**src/rtl/traffic_phase_timer.sv**
```systemverilog
// Two-way intersection phase sequencer: 1 s prescaler, six-phase FSM, per-phase
// countdown and pedestrian green truncation. Define TRAFFIC_NIGHT_FLASH_EN for night flashing.
module traffic_phase_timer #(
  parameter int pNUMBER_WIDTH = 5,
  parameter int pTICK_DIV     = 50000000,
  parameter int pGREEN_TIME   = 25,
  parameter int pYELLOW_TIME  = 3,
  parameter int pALLRED_TIME  = 2,
  parameter int pPED_MIN      = 5
) (
  input  logic                     clk,
  input  logic                     rst_n,
  input  logic                     run,
  input  logic                     ped_req,
`ifdef TRAFFIC_NIGHT_FLASH_EN
  input  logic                     night,
`endif
  output logic [2:0]               ns_light,
  output logic [2:0]               ew_light,
  output logic [pNUMBER_WIDTH-1:0] number,
  output logic                     en,
  output logic                     phase_start
);

  localparam int TICK_W = (pTICK_DIV > 2) ? $clog2(pTICK_DIV) : 1;
  localparam logic [TICK_W-1:0] TICK_LAST = TICK_W'(pTICK_DIV - 1);
  localparam logic [TICK_W-1:0] TICK_ONE  = TICK_W'(1);

  localparam logic [pNUMBER_WIDTH-1:0] NUM_ONE   = pNUMBER_WIDTH'(1);
  localparam logic [pNUMBER_WIDTH-1:0] GREEN_N   = pNUMBER_WIDTH'(pGREEN_TIME);
  localparam logic [pNUMBER_WIDTH-1:0] YELLOW_N  = pNUMBER_WIDTH'(pYELLOW_TIME);
  localparam logic [pNUMBER_WIDTH-1:0] ALLRED_N  = pNUMBER_WIDTH'(pALLRED_TIME);
  localparam logic [pNUMBER_WIDTH-1:0] PED_MIN_N = pNUMBER_WIDTH'(pPED_MIN);

  localparam logic [2:0] LAMP_RED = 3'b100;
  localparam logic [2:0] LAMP_YEL = 3'b010;
  localparam logic [2:0] LAMP_GRN = 3'b001;
  localparam logic [2:0] LAMP_OFF = 3'b000;

  typedef enum logic [2:0] {
    S_NS_GREEN,
    S_NS_YELLOW,
    S_ALLRED_A,
    S_EW_GREEN,
    S_EW_YELLOW,
    S_ALLRED_B
  } state_t;

  function automatic state_t next_phase(input state_t s);
    case (s)
      S_NS_GREEN:  return S_NS_YELLOW;
      S_NS_YELLOW: return S_ALLRED_A;
      S_ALLRED_A:  return S_EW_GREEN;
      S_EW_GREEN:  return S_EW_YELLOW;
      S_EW_YELLOW: return S_ALLRED_B;
      default:     return S_NS_GREEN;
    endcase
  endfunction

  function automatic logic [pNUMBER_WIDTH-1:0] phase_len(input state_t s);
    case (s)
      S_NS_GREEN, S_EW_GREEN:   return GREEN_N;
      S_NS_YELLOW, S_EW_YELLOW: return YELLOW_N;
      default:                  return ALLRED_N;
    endcase
  endfunction

  function automatic logic [2:0] ns_lamp(input state_t s);
    case (s)
      S_NS_GREEN:  return LAMP_GRN;
      S_NS_YELLOW: return LAMP_YEL;
      default:     return LAMP_RED;
    endcase
  endfunction

  function automatic logic [2:0] ew_lamp(input state_t s);
    case (s)
      S_EW_GREEN:  return LAMP_GRN;
      S_EW_YELLOW: return LAMP_YEL;
      default:     return LAMP_RED;
    endcase
  endfunction

  state_t                    state_q, state_d;
  logic [pNUMBER_WIDTH-1:0]  number_q, number_d;
  logic [TICK_W-1:0]         tick_cnt_q, tick_cnt_d;
  logic [2:0]                ns_light_q, ns_light_d;
  logic [2:0]                ew_light_q, ew_light_d;
  logic                      en_q, en_d;
  logic                      phase_start_q, phase_start_d;

  logic sec_tick;
  logic is_green;
  logic ped_cut;
  logic night_hold;
  logic night_enter;
  logic night_exit;

`ifdef TRAFFIC_NIGHT_FLASH_EN
  logic night_mode_q, night_mode_d;
  logic flash_on_q, flash_on_d;
`endif

  always_comb begin
    state_d       = state_q;
    number_d      = number_q;
    tick_cnt_d    = tick_cnt_q;
    phase_start_d = 1'b0;
    en_d          = run;
    sec_tick      = run && (tick_cnt_q == TICK_LAST);
    is_green      = (state_q == S_NS_GREEN) || (state_q == S_EW_GREEN);
    night_hold    = 1'b0;
    night_enter   = 1'b0;
    night_exit    = 1'b0;
`ifdef TRAFFIC_NIGHT_FLASH_EN
    night_mode_d  = night_mode_q;
    flash_on_d    = flash_on_q;
    night_hold    = run && night;
    night_enter   = night_hold && !night_mode_q;
    night_exit    = night_mode_q && !night;
`endif
    ped_cut = run && ped_req && is_green && (number_q > PED_MIN_N) && !night_hold;

    if (run) begin
      tick_cnt_d = sec_tick ? '0 : tick_cnt_q + TICK_ONE;
    end

    if (night_exit) begin
      // Leaving night mode restarts cleanly from the all-red clearance.
      state_d       = S_ALLRED_B;
      number_d      = ALLRED_N;
      phase_start_d = 1'b1;
      tick_cnt_d    = '0;
    end else if (night_hold) begin
      en_d = 1'b0;
      if (night_enter) begin
        tick_cnt_d = '0;
      end
    end else if (ped_cut) begin
      number_d = PED_MIN_N;
    end else if (sec_tick) begin
      if (number_q == NUM_ONE) begin
        state_d       = next_phase(state_q);
        number_d      = phase_len(next_phase(state_q));
        phase_start_d = 1'b1;
      end else begin
        number_d = number_q - NUM_ONE;
      end
    end

    ns_light_d = ns_lamp(state_d);
    ew_light_d = ew_lamp(state_d);

`ifdef TRAFFIC_NIGHT_FLASH_EN
    if (night_exit) begin
      night_mode_d = 1'b0;
      flash_on_d   = 1'b1;
    end else if (night_enter) begin
      night_mode_d = 1'b1;
      flash_on_d   = 1'b1;
    end else if (night_hold && sec_tick) begin
      flash_on_d = ~flash_on_q;
    end
    // Night mode keeps the flash pattern even while run is low.
    if (night_mode_d) begin
      ns_light_d = flash_on_d ? LAMP_YEL : LAMP_OFF;
      ew_light_d = flash_on_d ? LAMP_YEL : LAMP_OFF;
    end
`endif
  end

  always_ff @(posedge clk or negedge rst_n) begin
    if (!rst_n) begin
      state_q       <= S_ALLRED_B;
      number_q      <= ALLRED_N;
      tick_cnt_q    <= '0;
      ns_light_q    <= LAMP_RED;
      ew_light_q    <= LAMP_RED;
      en_q          <= 1'b0;
      phase_start_q <= 1'b0;
`ifdef TRAFFIC_NIGHT_FLASH_EN
      night_mode_q  <= 1'b0;
      flash_on_q    <= 1'b1;
`endif
    end else begin
      state_q       <= state_d;
      number_q      <= number_d;
      tick_cnt_q    <= tick_cnt_d;
      ns_light_q    <= ns_light_d;
      ew_light_q    <= ew_light_d;
      en_q          <= en_d;
      phase_start_q <= phase_start_d;
`ifdef TRAFFIC_NIGHT_FLASH_EN
      night_mode_q  <= night_mode_d;
      flash_on_q    <= flash_on_d;
`endif
    end
  end

  assign ns_light    = ns_light_q;
  assign ew_light    = ew_light_q;
  assign number      = number_q;
  assign en          = en_q;
  assign phase_start = phase_start_q;

endmodule

```
**config.mk**
```make
export PLATFORM = sky130hd
export DESIGN_NAME = traffic_phase_timer
export DESIGN_NICKNAME = d
export VERILOG_FILES = /design/src/rtl/traffic_phase_timer.sv
export SDC_FILE = /design/constraint.sdc
export NUM_CORES = 1
export LEC_CHECK = 0
export CAP_MARGIN = 20
export CORE_ASPECT_RATIO = 1.2
export CORE_MARGIN = 10
export CORE_UTILIZATION = 55
export DETAILED_ROUTE_END_ITERATION = 8
export HOLD_SLACK_MARGIN = 0.1
export MAX_ROUTING_LAYER = met4
export PLACE_DENSITY_LB_ADDON = 0.1
export SETUP_SLACK_MARGIN = 0.5
export SLEW_MARGIN = 30
export SYNTH_ARGS = -nofsm -noshare
export SYNTH_HDL_FRONTEND = slang
export SYNTH_SLANG_ARGS = --single-unit
```
**constraint.sdc**
```tcl
create_clock -name clk -period 5.8 [get_ports clk]
set_input_delay 0.87 -clock clk [delete_from_list [all_inputs] [get_ports clk]]
set_output_delay 0.87 -clock clk [all_outputs]
set_load 0.005 [all_outputs]
```
-- After elaboration in Yosys (flattened, before gate mapping)
Cells that the tools add are included.
- $mul: 0
- add/subtract/negate cells: 2
- shift operators: 0
- equal/unequal tests: 12
- magnitude comparators: 1
- muxes and demuxes: 17
- bitwise gates (word level): 0
- reduce and logical (&&, ||, !) cells: 11
- div/mod/pow operators: 0
- operators with widths (cell ; number):
    adder 26 x 1 -> 26 bit, second input constant ; 1
    equality test 26 bit, second input constant ; 1
    two-way mux 26 bit ; 1
    two-way mux 3 bit ; 6
    two-way mux 5 bit ; 3
    case mux 3 bit (5 select lines) ; 1
    equality test 3 x 2 -> 1 bit, second input constant ; 4
    case mux 3 bit (2 select lines) ; 2
    case mux 5 bit (2 select lines) ; 1
    equality test 3 x 1 -> 1 bit, second input constant ; 3
    equality test 3 bit, second input constant ; 3
    logical NOT 3 bit ; 3
    equality test 5 x 1 -> 1 bit, second input constant ; 1
    > comparator 5 x 3 -> 1 bit, second input constant ; 1
    subtractor 5 x 1 -> 5 bit, second input constant ; 1
    logical AND 1 bit ; 4
    OR reduction 2 bit ; 2
    two-way mux 1 bit ; 3
    nonzero test 2 bit ; 1
    logical OR 1 bit ; 1
- latch bits: 0
- word-level logic and storage cells: 50
- register bits: 42
- RAM bits: 0
- output and inout bits: 13
- memories: 0
- bits in read-only memories: 0

-- Longest topological paths before layout
- word-level depth: 11
- gate-level depth with buffers: 7

-- Least setup slack after synthesis
Ideal clock, no wire load.
- path kind: input-to-reg
- from: input run
- to: register number_q[0] (netlist: number[0])
- arrival time: 2.181 ns
- stages: 7
- required time: 5.674 ns
- setup slack: 3.492 ns
- library setup time: 0.126 ns
- cell sequence: clkbuf_1 -> nand3_1 -> nor2_1 -> and3_1 -> buf_4 -> a21oi_2 -> a311o_1
- word-level cells in the longest chain between the ends: 4
- elaborated cells between the ends (all ways): 6
- those cells by class: 1 x mux; 5 x reduce/logical
- ends and longest elaborated chain (item ; RTL line ; RTL):
    from (decl) ; 13 ; input logic run,
    logical AND 1 bit (3 in a row) ; 122 ; ped_cut = run && ped_req && is_green && (number_q > PED_MIN_N) && !night_hold;
    two-way mux 5 bit / nonzero test 2 bit (equally long branches) ; - ;
    to (signal assigned) ; 187 ; number_q <= number_d;
    to (decl) ; 85 ; logic [pNUMBER_WIDTH-1:0] number_q, number_d;
Parallel ways exist; a longest one is shown, timed or not.
A chain may end at the register's enable or synchronous reset.

-- Worst setup path after layout
Same ends and word-level chain as after synthesis.

==> run summary <==
* **slew at the pin closest to its max-slew limit** 0.845 ns
* **Buffers & Inverters on Critical Path** 1
* **Max rail drop VDD** 0.200 mV
* **status** finished, final reports clean
* **kind of start point of the critical path** input port
* **Cell Pwr Density** 237 nW/um^2
* **sum of negative setup slack** 0 ns
* **TritonCTS clock tree** built
* **Post-synth EDFFs** 0
* **setup slack after layout** 2.82 ns
* **final core occ** 0.655
* **worst setup path category** in -> reg
* **DRC errors left** 0
* **die width** 76.5 um
* **mean routed wirelength per cell** 15.2 um
* **family with the most delay on the worst path** simple AND/OR/NAND/NOR gates
* **final-layout fill cell count** 301
* **initial standard-cell utilization of the core** 0.576
* **count of synthesis-stage warnings from yosys** 0
* **clock latency at the later pin of the worst-skew pair** 0.31 ns
* **Reg-to-Reg End** number[0]
* **Post-CTS Setup Repair Bufs** 0
* **count of nets left with antenna violations after detail routing** 0
* **Data arrival, critical path** 3.17 ns
* **sequential cell fraction of total power** 0.582
* **Max Slew Vio Count** 0
* **slack of the worst reg-to-reg path** 3.29 ns
* **number of cell instances on the worst register-to-register path** 5
* **number of cells on the worst hold path** 1
* **CTS buffer count** 5
* **total power** 569 uW
* **htree depth** 2
* **share of async-settable or async-resettable flops after synthesis** 1.00
* **reported leakage power** 1.02 nW
* **number of endpoints failing setup at the final stage** 0
* **fraction of final layout cells with drive strength greater than 1** 0.0965
* **leading cell types by count after synthesis** sky130_fd_sc_hd__dfrtp_1, sky130_fd_sc_hd__nor2_1, sky130_fd_sc_hd__nand2_1
* **via count** 1,607
* **top-area cell type share of the netlist area** 0.439
* **row count** 24
* **slowest cell delay on critical path** 0.65 ns
* **buffer depth of the longest clock path** 2
* **Max transition margin** 0.431
* **overall routing resource usage** 0.140
* **skew final** 0.0130 ns
* **Period minus WS final** 2.98 ns
* **maxcap violations** 0
* **DPL Wire Length** 3040 um
* **Sw Ratio** 0.267
* **cells taking the most area after synthesis** sky130_fd_sc_hd__dfrtp_1, sky130_fd_sc_hd__dfstp_2, sky130_fd_sc_hd__xnor2_1, sky130_fd_sc_hd__xor2_1, sky130_fd_sc_hd__nor2_1
* **post_cts resized** 0
* **average size of a mapped cell** 10.0 um^2
* **post-synthesis cell type count** 46
* **IO Count** 17
* **worst hold-check path type** reg -> reg
* **final wirelength** 4250 um
* **IO Port Bufs** 16
* **post-synthesis sequential area ratio** 0.501
* **largest net degree at the start of global routing** 43
* **Post-Place Setup Slack** 2.52 ns
* **die area** 6720 um^2
* **Total Nets Final** 234
* **number of failing hold endpoints at the final stage** 0
* **CP Data Required Time** 5.99 ns
* **synth-to-layout area growth** 13.8%
* **share of power burned in combinational logic** 0.070
* **Int Pwr** 417 uW
* **antenna violations before repair** 0
* **Detailed Route Iter0 Violations** 161
* **hold worst-path end** tick_cnt_q[6]
* **startpoint of the worst register-to-register path** tick_cnt_q[9]
* **Clock power frac** 0.348
* **Sink Count** 42
* **net load switching power** 152 uW
* **setup repair after global routing missed its margin** false
* **first-pass GRT wire length** 7420 um
* **maximum net fanout on the critical path** 15
* **net count after synthesis** 217
* **die height** 87.8 um
* **total grt overflow** 0
* **source of the worst hold timing path** tick_cnt_q[6]
* **final worst-path cycle share** 0.514
* **FF+latch count, synth** 42
* **number of standard cells after synthesis** 210
* **Final Wtd Congestion** 0.846
* **core footprint** 3660 um^2
* **kind of end point of the critical path** register
* **most instantiated flip-flop cell in the synthesis netlist** sky130_fd_sc_hd__dfrtp_1
* **number of buffers inserted by hold repair at cts** 0
* **Initial DRT Pass Iterations** 5
* **synthesized area** 2110 um^2
* **number of global-route vias before repair** 1,640
* **CTS Root Buffer Type** sky130_fd_sc_hd__clkbuf_8
* **CTS clock-pin slew for the worst setup and hold paths** 0.09 ns
* **Ant. Diodes** 0
* **worst path cell trace** clkdlybuf4s50_1, nand3_1, nor2_1, and3_1, a21oi_2, a311o_1
* **slowest library cell on the worst path** sky130_fd_sc_hd__clkdlybuf4s50_1
* **area leader, netlist** sky130_fd_sc_hd__dfrtp_1
* **most frequently used cell type in the post-synthesis netlist** sky130_fd_sc_hd__dfrtp_1
* **Via density** 5.74
* **f_max** 336 MHz
==> metrics by stage <==
stage | hold WS [ns] | cell area, um^2 | instances
detailed placement | 0.465 | 2300 | 272
CTS | 0.479 | 2400 | 280
floorplan | 0.446 | 2110 | 210
finish | 0.479 | 2400 | 280
global route | 0.500 | 2400 | 280
global placement | 0.468 | 2300 | 272
==> layout by cell type, fill, tap and decap left out, types with 2 or more instances in the layout <==
master                            count
sky130_fd_sc_hd__dfrtp_1             37
sky130_fd_sc_hd__nor2_1              22
sky130_fd_sc_hd__nand2_1             16
sky130_fd_sc_hd__xnor2_1             15
sky130_fd_sc_hd__clkdlybuf4s50_1     15
sky130_fd_sc_hd__nand4_1             13
sky130_fd_sc_hd__o21ai_0             13
sky130_fd_sc_hd__nand3_1             12
sky130_fd_sc_hd__xor2_1              11
sky130_fd_sc_hd__inv_1                8
sky130_fd_sc_hd__nor3_1               6
sky130_fd_sc_hd__and3_1               5
sky130_fd_sc_hd__clkbuf_8             5
sky130_fd_sc_hd__dfstp_2              5
sky130_fd_sc_hd__a31oi_1              3
sky130_fd_sc_hd__a21oi_1              3
sky130_fd_sc_hd__ha_1                 3
sky130_fd_sc_hd__o21ai_1              2
sky130_fd_sc_hd__nor4_1               2
sky130_fd_sc_hd__and2_1               2
sky130_fd_sc_hd__buf_4                2
==> flip-flops by register name, summed over array words and instances (netlist names) <==
register	count
tick_cnt_q	26
number	5
ew_light	3
ns_light	3
state_q	3
en	1
phase_start	1
==> worst max-delay path by stage <==
stage,from,end,cells past startpoint
floorplan,run,number[0],7
global placement,run,number[0],6
detailed placement,run,number[0],6
CTS,run,number[0],6
global route,run,number[0],6
finish,run,number[0],6
==> power by group through the flow <==
stage	clock network [mW]	registers (mW)	logic, mW
floorplan	0	0.332	0.0271
global placement	0	0.334	0.0382
detailed placement	0	0.336	0.0399
CTS	0.202	0.330	0.0402
global route	0.215	0.335	0.0464
finish	0.198	0.331	0.0399
==> cells by family (layout without fill, tap and decap cells) <==
group                      count (synthesis)  count (layout)  synth area share
and+or+nand+nor                           92              92             0.243
DFF                                       42              42             0.501
AOI/OAI and AO/OA                         31              31            0.0961
xor gates and xnor gates                  26              26             0.108
buffers and inverters                     15              33            0.0297
adders and majority gates                  3               3            0.0178
muxes                                      1               1           0.00475
==> per-layer routing <==
layer  wire [um]  part of all wire  GRT usage
met5           0                 0          -
met4         142             0.033     0.0897
met3         221             0.052     0.0410
met2        2020              0.48      0.226
met1        1870              0.44      0.150
==> cell type report <==
type | instances | area, um^2 | share of cell area
Clock inverter | 3 | 25.0 | 0.0104
Inverter | 8 | 30.0 | 0.0125
Sequential cell | 42 | 1060 | 0.440
Timing Repair Buffer | 17 | 165 | 0.0688
Clock buffer | 5 | 68.8 | 0.0287
Multi-Input combinational cell | 153 | 990 | 0.412
Tap cell | 52 | 65.1 | 0.0271
(Power assumes the default switching activity.)
